File: src/rtl/aes_key_loader.sv
// aes_key_loader: streams groups of 8 RAM words into 128-bit keys handed to the AES core via valid/ready.
// Define AES_KEY_LOADER_BYTESWAP_EN to byte-swap each captured word for big-endian key images.
module aes_key_loader #(
    parameter int                ADDR_W    = 20,
    parameter logic [ADDR_W-1:0] BASE_ADDR = 20'h78000,
    parameter int                NUM_KEYS  = 16,
    parameter int                WORDS     = 8
) (
    input  logic              clk,
    input  logic              rst,
    input  logic              start,
    output logic              mem_rd,
    output logic [ADDR_W-1:0] mem_addr,
    input  logic [15:0]       mem_rdata,
    output logic [127:0]      key_out,
    output logic              key_valid,
    input  logic              key_ready,
    output logic              busy,
    output logic              done,
    output logic [15:0]       key_idx
);
    typedef enum logic [2:0] {S_IDLE, S_FETCH, S_DRAIN, S_HOLD, S_DONE} state_t;

    state_t            state_q, state_d;
    logic [ADDR_W-1:0] addr_q, addr_d;
    logic [2:0]        cnt_q, cnt_d, cap_q, cap_d;
    logic [15:0]       idx_q, idx_d;
    logic [127:0]      key_q, key_d;
    logic              valid_q, valid_d, done_q, done_d, rd_q, rd_d;
    logic [15:0]       word;

`ifdef AES_KEY_LOADER_BYTESWAP_EN
    assign word = {mem_rdata[7:0], mem_rdata[15:8]};
`else
    assign word = mem_rdata;
`endif

    assign mem_rd    = state_q == S_FETCH;
    assign mem_addr  = addr_q;
    assign key_out   = key_q;
    assign key_valid = valid_q;
    assign busy      = state_q == S_FETCH || state_q == S_DRAIN || state_q == S_HOLD;
    assign done      = done_q;
    assign key_idx   = idx_q;

    always_comb begin
        state_d = state_q;
        addr_d  = addr_q;
        cnt_d   = cnt_q;
        cap_d   = cap_q;
        idx_d   = idx_q;
        key_d   = key_q;
        valid_d = valid_q;
        done_d  = 1'b0;
        rd_d    = state_q == S_FETCH;
        // Read data lands one cycle after its strobe; rd_q marks that return slot.
        if (rd_q) begin
            key_d[{cap_q, 4'b0} +: 16] = word;
            cap_d = cap_q + 3'd1;
        end
        case (state_q)
            S_IDLE, S_DONE: if (start) begin
                state_d = S_FETCH;
                addr_d  = BASE_ADDR;
                idx_d   = '0;
                cnt_d   = '0;
                cap_d   = '0;
            end
            S_FETCH: begin
                addr_d  = addr_q + 1'b1;
                cnt_d   = cnt_q + 3'd1;
                state_d = cnt_q == 3'(WORDS - 1) ? S_DRAIN : S_FETCH;
            end
            S_DRAIN: begin
                state_d = S_HOLD;
                valid_d = 1'b1;
            end
            S_HOLD: if (key_ready) begin
                valid_d = 1'b0;
                if (idx_q == 16'(NUM_KEYS - 1)) begin
                    state_d = S_DONE;
                    done_d  = 1'b1;
                end else begin
                    state_d = S_FETCH;
                    idx_d   = idx_q + 16'd1;
                end
            end
            default: state_d = S_IDLE;
        endcase
    end

    always_ff @(posedge clk or negedge rst) begin
        if (!rst) begin
            state_q <= S_IDLE;
            addr_q  <= BASE_ADDR;
            cnt_q   <= '0;
            cap_q   <= '0;
            idx_q   <= '0;
            key_q   <= '0;
            valid_q <= 1'b0;
            done_q  <= 1'b0;
            rd_q    <= 1'b0;
        end else begin
            state_q <= state_d;
            addr_q  <= addr_d;
            cnt_q   <= cnt_d;
            cap_q   <= cap_d;
            idx_q   <= idx_d;
            key_q   <= key_d;
            valid_q <= valid_d;
            done_q  <= done_d;
            rd_q    <= rd_d;
        end
    end
endmodule

File: config.mk
export PLATFORM = sky130hd
export DESIGN_NAME = aes_key_loader
export DESIGN_NICKNAME = d
export VERILOG_FILES = /design/src/rtl/aes_key_loader.sv
export SDC_FILE = /design/constraint.sdc
export NUM_CORES = 1
export LEC_CHECK = 0
export ABC_CLOCK_PERIOD_IN_PS = 7440
export BUFFER_PORTS_ARGS = -buffer_cell sky130_fd_sc_hd__buf_2
export CAP_MARGIN = 20
export CORE_ASPECT_RATIO = 0.9
export CORE_MARGIN = 2
export CORE_UTILIZATION = 30
export DETAILED_ROUTE_END_ITERATION = 8
export PLACE_DENSITY_LB_ADDON = 0.08
export SYNTH_ARGS = -nofsm -noshare
export SYNTH_HDL_FRONTEND = slang
export SYNTH_SLANG_ARGS = --single-unit
File: constraint.sdc
create_clock -name clk -period 7.44 [get_ports clk]
set_input_delay 0.744 -clock clk [delete_from_list [all_inputs] [get_ports clk]]
set_output_delay 0.744 -clock clk [all_outputs]
set_load 0.05 [all_outputs]
==> flow_summary.html <==
<table>
<tr><th>Metric</th><th>Value</th></tr>
<tr><th colspan="2">Status</th></tr>
<tr><td>Run status</td><td>completed</td></tr>
<tr><th colspan="2">Critical path</th></tr>
<tr><td>Critical Path Fanout Max</td><td>25</td></tr>
<tr><td>CP arrival</td><td>3.73 ns</td></tr>
<tr><td>Startpoint class of the critical path</td><td>register</td></tr>
<tr><td>Kind of critical path</td><td>reg -&gt; reg</td></tr>
<tr><td>Cells along the critical path</td><td>inv_1 &gt; ha_1 &gt; nor4b_1 &gt; nand4_1 &gt; mux2_2</td></tr>
<tr><td>Critical path data required time</td><td>7.75 ns</td></tr>
<tr><td>CP Capture Type</td><td>register</td></tr>
<tr><td>Master of the slowest instance on the critical path</td><td>dfrtp_1</td></tr>
<tr><td>Number of buffers and inverters on the critical path</td><td>1</td></tr>
<tr><td>Crit path largest cell delay</td><td>0.79 ns</td></tr>
<tr><td>Critical path's top delay family</td><td>simple AND/OR/NAND/NOR gates</td></tr>
<tr><th colspan="2">Finish</th></tr>
<tr><td>Final instance count without filler cells</td><td>1,140</td></tr>
<tr><td>Post-synthesis to final-layout area growth</td><td>23.9%</td></tr>
<tr><td>Number of fill cells in the layout</td><td>2,538</td></tr>
<tr><td>Area of all sequential standard cells</td><td>0.00441 mm^2</td></tr>
<tr><td>Area used by multi-input combinational logic</td><td>0.00317 mm^2</td></tr>
<tr><td>Layout cells sized above 1</td><td>46.0%</td></tr>
<tr><td>Post-layout net count</td><td>816</td></tr>
<tr><td>Antenna diode count</td><td>0</td></tr>
<tr><th colspan="2">Route</th></tr>
<tr><td>Final routed wirelength across all metal layers</td><td>21,800 um</td></tr>
<tr><td>Number of optimization iterations in the first detailed-route pass</td><td>4</td></tr>
<tr><td>Count of nets left with antenna violations after detail routing</td><td>0</td></tr>
<tr><td>Remaining routing DRC violations</td><td>0</td></tr>
<tr><td>Routed vias/inst</td><td>4.90</td></tr>
<tr><td>Routed vias</td><td>5,584</td></tr>
<tr><td>DRC marker count from the first detailed-route iteration</td><td>217</td></tr>
<tr><td>Wire length per cell after detailed routing</td><td>19.1 um</td></tr>
<tr><th colspan="2">Die</th></tr>
<tr><td>Cell Rows</td><td>55</td></tr>
<tr><td>Initial Util</td><td>30.7%</td></tr>
<tr><td>Area enclosed by the die boundary</td><td>0.0272 mm^2</td></tr>
<tr><td>Die Width</td><td>174 um</td></tr>
<tr><td>Standard cell core area</td><td>0.0253 mm^2</td></tr>
<tr><td>Overall die height</td><td>157 um</td></tr>
<tr><td>Top-Level Pins</td><td>188</td></tr>
<tr><th colspan="2">STA</th></tr>
<tr><td>Total negative setup slack</td><td>0 ns</td></tr>
<tr><td>Slew headroom</td><td>33.2%</td></tr>
<tr><td>Slew @ Worst Pin</td><td>0.997 ns</td></tr>
<tr><td>Number of endpoints failing setup at the final stage</td><td>0</td></tr>
<tr><td>Final hold violation count</td><td>0</td></tr>
<tr><td>Achievable Freq</td><td>0.292 GHz</td></tr>
<tr><td>Slew Limit Fails</td><td>0</td></tr>
<tr><td>Unrepaired setup endpoints after global routing</td><td>false</td></tr>
<tr><td>Post-route minimum period</td><td>3.42 ns</td></tr>
<tr><td>Final Cycle Share</td><td>46.0%</td></tr>
<tr><td>Final Skew</td><td>0.0148 ns</td></tr>
<tr><th colspan="2">CTS</th></tr>
<tr><td>CTS tree</td><td>built</td></tr>
<tr><td>Number of buffers between clock root and the deepest sink</td><td>2</td></tr>
<tr><td>Hold buffer count at CTS</td><td>0</td></tr>
<tr><td>Buffer type at the clock tree root</td><td>clkbuf_16</td></tr>
<tr><td>Num CTS Buffers</td><td>17</td></tr>
<tr><td>Post-CTS Resized</td><td>0</td></tr>
<tr><td>Insertion delay of the later-clocked pin in the worst-skew pair</td><td>0.43 ns</td></tr>
<tr><td>Post-CTS setup buffers</td><td>0</td></tr>
<tr><td>Clock Sinks</td><td>176</td></tr>
<tr><td>Number of H-tree levels</td><td>4</td></tr>
<tr><td>Clock-pin slew on the worst setup and hold paths</td><td>0.08 ns</td></tr>
<tr><th colspan="2">Synthesis</th></tr>
<tr><td>Post-Synthesis Net Count</td><td>635</td></tr>
<tr><td>Post-synth cell types</td><td>54</td></tr>
<tr><td>Warnings from Yosys</td><td>0</td></tr>
<tr><td>Cell area after technology mapping</td><td>0.00778 mm^2</td></tr>
<tr><td>Multiplexer share of the synthesized area</td><td>20.0%</td></tr>
<tr><td>Largest family of logic cells by synthesized area</td><td>multiplexers</td></tr>
<tr><td>Post-synth EDFFs</td><td>0</td></tr>
<tr><td>Syn Area/Cell</td><td>12.9 um^2</td></tr>
<tr><td>FF+latch count, synth</td><td>176</td></tr>
<tr><td>Leading cell type by number of instances after synthesis</td><td>dfrtp_1</td></tr>
<tr><td>Synth cell count leaders</td><td>dfrtp_1 (172), mux2_2 (129), and2_1 (32)</td></tr>
<tr><td>Async set or reset register ratio after synthesis</td><td>100%</td></tr>
<tr><td>Top-area cell type share of the netlist area</td><td>55.3%</td></tr>
<tr><td>Area fraction in compound gates after synthesis</td><td>5.18%</td></tr>
<tr><td>Synth Area in XOR/XNOR</td><td>0.563%</td></tr>
<tr><td>Cell taking the most area after synthesis</td><td>dfrtp_1</td></tr>
<tr><td>Cell count after synthesis</td><td>604</td></tr>
<tr><td>Most used DFF post-synth</td><td>dfrtp_1</td></tr>
<tr><td>Area share of fa/ha/maj cells after synthesis</td><td>1.77%</td></tr>
<tr><td>Largest cells by area after synthesis</td><td>dfrtp_1 (55%), mux2_2 (19%), and2_1 (2.6%)</td></tr>
<tr><td>Simple-gate portion of the synthesized area</td><td>13.2%</td></tr>
<tr><td>Part of the Yosys area used for sequential elements</td><td>56.7%</td></tr>
<tr><th colspan="2">Place</th></tr>
<tr><td>Placer's final routability congestion estimate</td><td>0.774</td></tr>
<tr><td>Number of buffers added on ports</td><td>187</td></tr>
<tr><td>Number of placed cells counting well taps</td><td>1,108</td></tr>
<tr><td>Placed wire-length estimate after detailed placement</td><td>15,400 um</td></tr>
<tr><th colspan="2">GRT</th></tr>
<tr><td>Global-route wire length before repair</td><td>34,400 um</td></tr>
<tr><td>Vias in the first global route</td><td>5,833</td></tr>
<tr><td>Antenna violations before repair</td><td>0</td></tr>
<tr><td>All-layer global routing usage</td><td>16.3%</td></tr>
<tr><td>Final global-route overflow total</td><td>0</td></tr>
<tr><td>Maximum number of pins on one net before global-route repair</td><td>88</td></tr>
<tr><th colspan="2">Flow run</th></tr>
<tr><td>Count of maximum capacitance violations</td><td>0</td></tr>
<tr><th colspan="2">Hold path</th></tr>
<tr><td>Tightest Hold Check Type</td><td>in -&gt; async</td></tr>
</table>
## path summary, 6_finish.rpt
kind	from	endpoint	slack [ns]	cells after the start
hold reg to reg	cnt_q[0]$_DFFE_PN0P_	cnt_q[0]$_DFFE_PN0P_	0.48	1
max in group asynchronous	rst	state_q[1]$_DFFE_PN0P_	5.90	2
min in group clk	cnt_q[0]$_DFFE_PN0P_	cnt_q[0]$_DFFE_PN0P_	0.48	1
hold / removal	rst	key_out[32]$_DFFE_PN0P_	0.36	1
setup / recovery	cap_q[0]$_DFF_PN0_	key_out[12]$_DFFE_PN0P_	4.02	5
setup reg to reg	cap_q[0]$_DFF_PN0_	key_out[12]$_DFFE_PN0P_	4.02	5
## stage by stage
step | hold WS, ns | util, % | instance area, um^2 | setup WS, ns
5_1_grt | 0.421 | 38.1 | 9640 | 3.68
3_3_place_gp | 0.461 | 35.6 | 9020 | 4.24
2_1_floorplan | 0.446 | - | 7780 | 4.96
6_report | 0.360 | 38.1 | 9640 | 4.02
3_5_place_dp | 0.473 | 35.7 | 9030 | 4.01
4_1_cts | 0.399 | 38.1 | 9640 | 4.00
## cell type report
type                            instances  area share [%]
Tap cell                              342            4.44
Clock inverter                         14            1.77
Sequential cell                       176            45.7
Multi-Input combinational cell        387            32.8
Clock buffer                           18            4.56
Timing Repair Buffer                  191            10.1
Inverter                               12           0.519
## placed cells by master, fill, tap and decap left out, drive strengths merged, types with 8 or more instances in the layout
cell    instances
buf           191
dfrtp         172
mux2          129
and2           32
nand2          32
and3           24
nor2           22
clkbuf         18
inv            17
nand4          12
nand3          12
ha             11
mux2i          10
clkinv          9
and4            8
o21ai           8
## logic make-up (layout without fill, tap and decap cells)
group,after synthesis,after routing
and+or+nand+nor,177,177
DFF,176,176
muxes,139,139
AOI/OAI and AO/OA,55,55
buffers and inverters,41,235
adders and majority gates,11,11
xor gates and xnor gates,5,5
## layer usage
metal	track usage, %	share of wire (%)
met4	2.96	0.46
met3	3.77	4.6
met1	21.1	46
met5	0	0
met2	28.2	49
## sequential cells by signal (all words and copies together) (netlist names)
| signal | count |
|---|---|
| key_out | 128 |
| mem_addr | 20 |
| key_idx | 16 |
| cap_q | 3 |
| cnt_q | 3 |
| state_q | 3 |
| done | 1 |
| key_valid | 1 |
| rd_q | 1 |
Power is left out: the tool's default activity adds up to more than one toggle a clock period on the data nets, which glitch-free logic cannot reach.
